$ cat config.mk
export PLATFORM = sky130hd
export DESIGN_NAME = delay_line_var
export DESIGN_NICKNAME = d
export VERILOG_FILES = /design/src/rtl/delay_line_var.sv
export SDC_FILE = /design/constraint.sdc
export NUM_CORES = 1
export LEC_CHECK = 0
export ABC_AREA = 1
export CAP_MARGIN = 20
export CORE_AREA = 4 4 157 159
export DETAILED_ROUTE_END_ITERATION = 6
export DIE_AREA = 0 0 161 163
export HOLD_SLACK_MARGIN = 0.02
export PLACE_DENSITY_LB_ADDON = 0.05
export SYNTH_ARGS = -nofsm -noshare
export SYNTH_HDL_FRONTEND = slang
export SYNTH_SLANG_ARGS = --single-unit
$ cat constraint.sdc
create_clock -name clk -period 3.2 [get_ports clk]
set_clock_uncertainty 0.1 [all_clocks]
set_input_delay 0.96 -clock clk [delete_from_list [all_inputs] [get_ports clk]]
set_output_delay 0.96 -clock clk [all_outputs]
set_load 0.01 [all_outputs]
$ cat src/rtl/delay_line_var.sv
`timescale 1ns/1ps
// delay_line_var: multichannel delay line with a runtime-selectable tap.
// The delay range is 0..MAX_DELAY. A parallel valid chain runs alongside the data.
// Also provided: clock enable, synchronous flush, an optional output register,
// and a sticky out-of-range flag.
module delay_line_var #(
  parameter int WIDTH     = 16,
  parameter int CHANNELS  = 1,
  parameter int MAX_DELAY = 16,
  parameter int DELAY_W   = 5,
  parameter int OUT_REG   = 0
) (
  input  logic                         clk,
  input  logic                         rstn,
  input  logic                         ce,
  input  logic                         flush,
  input  logic [DELAY_W-1:0]           delay,
  input  logic [CHANNELS*WIDTH-1:0]    in_data,
  input  logic                         in_valid,
  output logic [CHANNELS*WIDTH-1:0]    out_data,
  output logic                         out_valid,
  output logic                         delay_err
);

  localparam int                 DW    = CHANNELS * WIDTH;
  localparam logic [DELAY_W-1:0] MAX_D = DELAY_W'(MAX_DELAY);

  if (MAX_DELAY < 1) begin : g_bad_max_delay
    $fatal(1, "delay_line_var: MAX_DELAY must be >= 1");
  end
  if ((2 ** DELAY_W) <= MAX_DELAY) begin : g_bad_delay_w
    $fatal(1, "delay_line_var: DELAY_W too narrow for MAX_DELAY");
  end

  logic [DW-1:0]       r_data [1:MAX_DELAY];
  logic [MAX_DELAY:1]  r_valid;
  logic [DELAY_W-1:0]  r_cur_delay;
  logic                r_delay_err;

  logic                w_range_err;
  logic [DW-1:0]       w_tap_data;
  logic                w_tap_valid;

  assign w_range_err = (delay > MAX_D);

  // Delay setting register (clamped) and sticky out-of-range flag; set beats flush.
  always_ff @(posedge clk or negedge rstn) begin
    if (!rstn) begin
      r_cur_delay <= '0;
      r_delay_err <= 1'b0;
    end else begin
      r_cur_delay <= w_range_err ? MAX_D : delay;
      if (w_range_err)
        r_delay_err <= 1'b1;
      else if (flush)
        r_delay_err <= 1'b0;
    end
  end

  // Data stages shift on ce; flush deliberately leaves data untouched.
  always_ff @(posedge clk or negedge rstn) begin
    if (!rstn) begin
      for (int k = 1; k <= MAX_DELAY; k++) r_data[k] <= '0;
    end else if (ce) begin
      r_data[1] <= in_data;
      for (int k = 2; k <= MAX_DELAY; k++) r_data[k] <= r_data[k-1];
    end
  end

  // Valid chain: flush clears every stage and wins over an incoming valid.
  always_ff @(posedge clk or negedge rstn) begin
    if (!rstn) begin
      r_valid <= '0;
    end else if (flush) begin
      r_valid <= '0;
    end else if (ce) begin
      r_valid[1] <= in_valid;
      for (int k = 2; k <= MAX_DELAY; k++) r_valid[k] <= r_valid[k-1];
    end
  end

  // Tap select: delay 0 bypasses to the input, which is held at 0 while in reset.
  always_comb begin
    w_tap_data  = '0;
    w_tap_valid = 1'b0;
    if (r_cur_delay == '0) begin
      if (rstn) begin
        w_tap_data  = in_data;
        w_tap_valid = in_valid;
      end
    end else begin
      for (int k = 1; k <= MAX_DELAY; k++) begin
        if (r_cur_delay == DELAY_W'(k)) begin
          w_tap_data  = r_data[k];
          w_tap_valid = r_valid[k];
        end
      end
    end
  end

  if (OUT_REG != 0) begin : g_out_reg
    logic [DW-1:0] r_out_data;
    logic          r_out_valid;

    // Output stage: loads the tap on ce; flush clears only its valid bit.
    always_ff @(posedge clk or negedge rstn) begin
      if (!rstn) begin
        r_out_data  <= '0;
        r_out_valid <= 1'b0;
      end else begin
        if (ce) r_out_data <= w_tap_data;
        if (flush)
          r_out_valid <= 1'b0;
        else if (ce)
          r_out_valid <= w_tap_valid;
      end
    end

    assign out_data  = r_out_data;
    assign out_valid = r_out_valid;
  end else begin : g_out_comb
    assign out_data  = w_tap_data;
    assign out_valid = w_tap_valid;
  end

  assign delay_err = r_delay_err;

endmodule

# Yosys cells after proc, flatten, opt, wreduce, memory -nomap -nowiden
# Cells that the tools add are included.
totals:
  regBits: 278
  latch_bits: 0
  ramBits: 0
  mem_bits_ro: 0
  inputBits: 26
  output_inout_bits: 18
  wordCells: 80
  memories: 0
op_classes:
  add_sub_neg: 0
  n_mul: 0
  div_mod_pow: 0
  order_cmp: 1
  eq_ne: 16
  shifts: 0
  muxes: 41
  n_bitwise: 0
  reduce_logical: 3
op_table:
  columns: ["cell", "count"]
  rows:
  - ["16-bit two-way mux", 20]
  - ["5-bit by 4-bit equality test with 1-bit output, second input constant", 8]
  - ["5-bit by 3-bit equality test with 1-bit output, second input constant", 4]
  - ["1-bit two-way mux", 20]
  - ["5-bit by 2-bit equality test with 1-bit output, second input constant", 2]
  - ["5-bit by 1-bit equality test with 1-bit output, second input constant", 1]
  - ["5-bit equality test, second input constant", 1]
  - ["5-bit greater-than comparator, second input constant", 1]
  - ["5-bit logical NOT", 1]
  - ["5-bit two-way mux", 1]
  - ["2-bit nonzero test", 2]

# Logic depth before layout (Yosys ltp)
logic_depth:
  depth_word: 18
  ltp_mapped: 15
  depth_no_buf: 15

# Worst setup path after synthesis
# Ideal clock, no wire load.
synth_timing:
  path_type: "input to output"
  start: "input rstn"
  end: "output out_data[10]"
  t_arrival_ps: 1777
  required_ps: 2140
  path_slack_ps: 363
  stages: 4
  n_path_buf: 1
  path_cell_list: "nor3b_2 -> clkbuf_1 -> nand2_1 -> nand3_1"
synth_via:
  elab_chain_cells: 2
synth_lines:
  columns: ["element", "line", "source"]
  rows:
  - ["start, declared", "14", "input logic rstn,"]
  - ["16-bit two-way mux", "87", "if (rstn) begin"]
  - ["16-bit two-way mux", "86", "if (r_cur_delay == '0) begin"]
  - ["end, declared", "20", "output logic [CHANNELS*WIDTH-1:0] out_data,"]
# Every way passes these cells.

# Final worst setup path
layout_timing:
  start: "register r_cur_delay[3]"
  end: "output out_data[1]"
layout_via:
  elab_chain_cells: 18
  word_cells_on_any_way: 34
  classes_between: "16 x eq/ne; 17 x mux; 1 x reduce/logical"
layout_lines:
  columns: ["element", "line", "source"]
  rows:
  - ["start, declared", "37", "logic [DELAY_W-1:0] r_cur_delay;"]
  - ["start signal, assigned", "52", "r_cur_delay <= w_range_err ? MAX_D : delay;"]
  - ["5-bit by 1-bit equality test with 1-bit output", "93", "if (r_cur_delay == DELAY_W'(k)) begin"]
  - ["16-bit two-way mux (16 in series)", "93", null]
  - ["16-bit two-way mux (*)", "86", null]
# Every way passes the cells marked *; elsewhere a longest branch is shown, timed or not.

==> reports/results.ini <==
[detailed_routing]
final_antenna_net_count=0
wl_per_cell_um=16.4
drc=0
drtIter0Drc=1143
drt-total-wl_um=34100
routed_via_density=5.24
drt_pass1_iterations=5
via_count=10883

[die]
dieHeight_um=163
start_util_pct=54.2
dieArea_um2=26200
num_rows=56
io_pins=44
core_um2=23300
die_w_um=161

[clock_network]
clk_pin_slew_ns=0.06
cts_made_buffers=30
clock_latency_ns=0.55
ctsHoldBuffers=0
root_buffer=clkbuf_16
clock_sinks=278
clockBufferDepth=3
htreeDepth=1
cts_tree=built

[global_routing]
antenna_found_initial=0
track_usage_pct=25.8
grt_first_pass_wirelength_um=54900
grt_use_met1_pct=41.3
grt-ovfl-total=0
grt_max_degree=166
met2_usage_pct=38.2
grt_pass1_vias=10208
top_usage_layer=met1
use_met3_pct=3.04

[power_and_ir_drop]
clockPowerShare_pct=40.1
powerDensity_nw_per_um2=582
p_sw_mw=2.44
netSwitchingFraction_pct=26.6
p_int_mw=6.74
vdd_drop_max_v=0.000421
pwr-share-comb_pct=12.6
power.leakage_nw=7.63
seqPwrFrac_pct=47.3

[finish]
syn_to_final_growth_pct=25.2
nets=1759
antenna_cells=0
fin_cells=2076
drive_above_1_share_pct=15.7
layout_common_cells=nand2_1 (707), dfrtp_1 (276), o21ai_0 (176)
layout_commonest_cell=nand2_1

[logic_synthesis]
ys_seq_area_share_pct=55.2
syn_inst=1609
netlist_area_um2=12600
syn_area_per_cell_um2=7.83
synth_cell_types=21
synth_warnings=0
synth_fp_nets=1635
ys_ff_latch=278

[placed_design]
dpl.hpwl_um=21900
dp_cells=1986
place.port_buffers=43
gp_congestion=0.857

[critical_path]
cp-end-kind=primary output
critPathMaxFanout=6
worst-setup-path-type=flip-flop to primary output
cp-start-kind=flip-flop
critical_path_arrival_ns=2.71
critPathRequiredTime_ns=2.14

[sta]
rsz0062_at_grt=yes
period_needed_ns=3.77
fmax_mhz=265
final_max_slew_viol_count=0
finalCritPeriodShare_pct=118
hold_slack_ns=0.373
worst_pin_slew_ns=0.974
finalSetupViolations=17
setup_slack_ns=-0.572
relSlewSlack_pct=35.1
timing_hold_violations_final=0

[run_status]
violations=setup timing
status=finished, violations left

[flow_run]
max_cap_viol_count=0

[min_path]
hp-class=flip-flop to flip-flop

## worst paths after layout
kind                           startpoint        endpoint  slack [ns]  depth (start not counted)
setup / recovery           r_cur_delay[3]     out_data[1]       -0.57                         15
hold / removal                 r_data[11]      r_data[11]        0.37                          2
setup reg to reg              r_data[250]     r_data[234]        2.18                          3
hold reg to reg                r_data[11]      r_data[11]        0.37                          2
max in group asynchronous            rstn  r_cur_delay[0]        1.12                          3
min in group asynchronous            rstn      r_data[49]        0.43                          2
## worst max-delay path, stage by stage (launching register included)
cell	delay, ns
dfrtp_1	0.41
nor2_2	0.15
inv_1	0.10
nor2_4	0.14
buf_12	0.14
buf_8	0.12
nand2_2	0.05
nand2_2	0.05
nand4_1	0.11
nand2_1	0.15
nand4_1	0.11
nor2_1	0.15
nand4_1	0.11
nor2_1	0.13
nand3_1	0.11
buf_6	0.14
## layer usage
metal	up-vias	share of wire [%]	wire length [um]
li1	5358	-	-
met1	5186	48	16500
met2	290	44	14900
met3	49	6.2	2120
met4	0	1.9	633
met5	-	0	0
## logic make-up (layout without fill, tap and decap cells)
group                  after synthesis  after routing  synth area share [%]
AND/OR/NAND/NOR                    891            891                  28.5
flip-flops                         278            278                  55.2
AO/OA/AOI/OAI                      236            236                  10.0
buffers and inverters              204            352                  6.27
## synthesized netlist by cell type
library cell	instances	area [um2]
a21oi_1	26	130
buf_1	6	22.5
nand2_2	1	6.26
o21ai_0	179	896
nand3_1	29	145
buf_2	13	65.1
clkinv_1	2	7.51
nor3b_2	1	12.5
o41ai_1	1	8.76
nor2_4	4	45.0
nor3_1	1	5.00
nor2_1	50	188
dfrtp_1	278	6960
clkbuf_1	68	255
nor2_2	7	43.8
o211ai_1	30	225
nand2_1	738	2770
buf_6	1	11.3
inv_1	113	424
inv_2	1	3.75
nand4_1	60	375
## power groups by stage
stage | combinational (mW) | sequential, mW | clock (mW)
global placement | 1.08 | 4.36 | 0
detailed placement | 1.10 | 4.38 | 0
CTS | 1.12 | 4.32 | 3.75
finish | 1.16 | 4.34 | 3.68
floorplan | 0.646 | 4.29 | 0
global route | 1.33 | 4.39 | 3.92
## through the flow
step	setup TNS (ns)	worst slack [ns]	area, um2	power (mW)	utilization, %
3_3_place_gp	-3.30	-0.241	14100	5.44	60.7
4_1_cts	-8.30	-0.540	15400	9.19	66.2
2_1_floorplan	0	0.363	12600	4.93	-
6_report	-7.81	-0.572	15800	9.17	67.8
3_5_place_dp	-3.67	-0.287	14100	5.48	60.7
5_1_grt	-10.37	-0.685	15800	9.64	67.8
## repair_timing
item / CTS / global route
cloned: 1 / 3
setup endpoints to repair: 17 / 17
buffers inserted: 18 / 12
resized for setup: 92 / 69
pin swaps: 46 / 78
## registers in the layout (all words and copies together), names as in the netlist
name,count
r_valid,16
delay_err,1
r_cur_delay,5
r_data,256
## cell type report
cell class                      count  area [um2]
Fill cell                        1950        7490
Inverter                          116         443
Clock buffer                       47         966
Clock inverter                      9         120
Sequential cell                   278        6960
Tap cell                          319         399
Timing Repair Buffer              180        1830
Multi-Input combinational cell   1127        5050
Power figures use the tool's default switching activity.
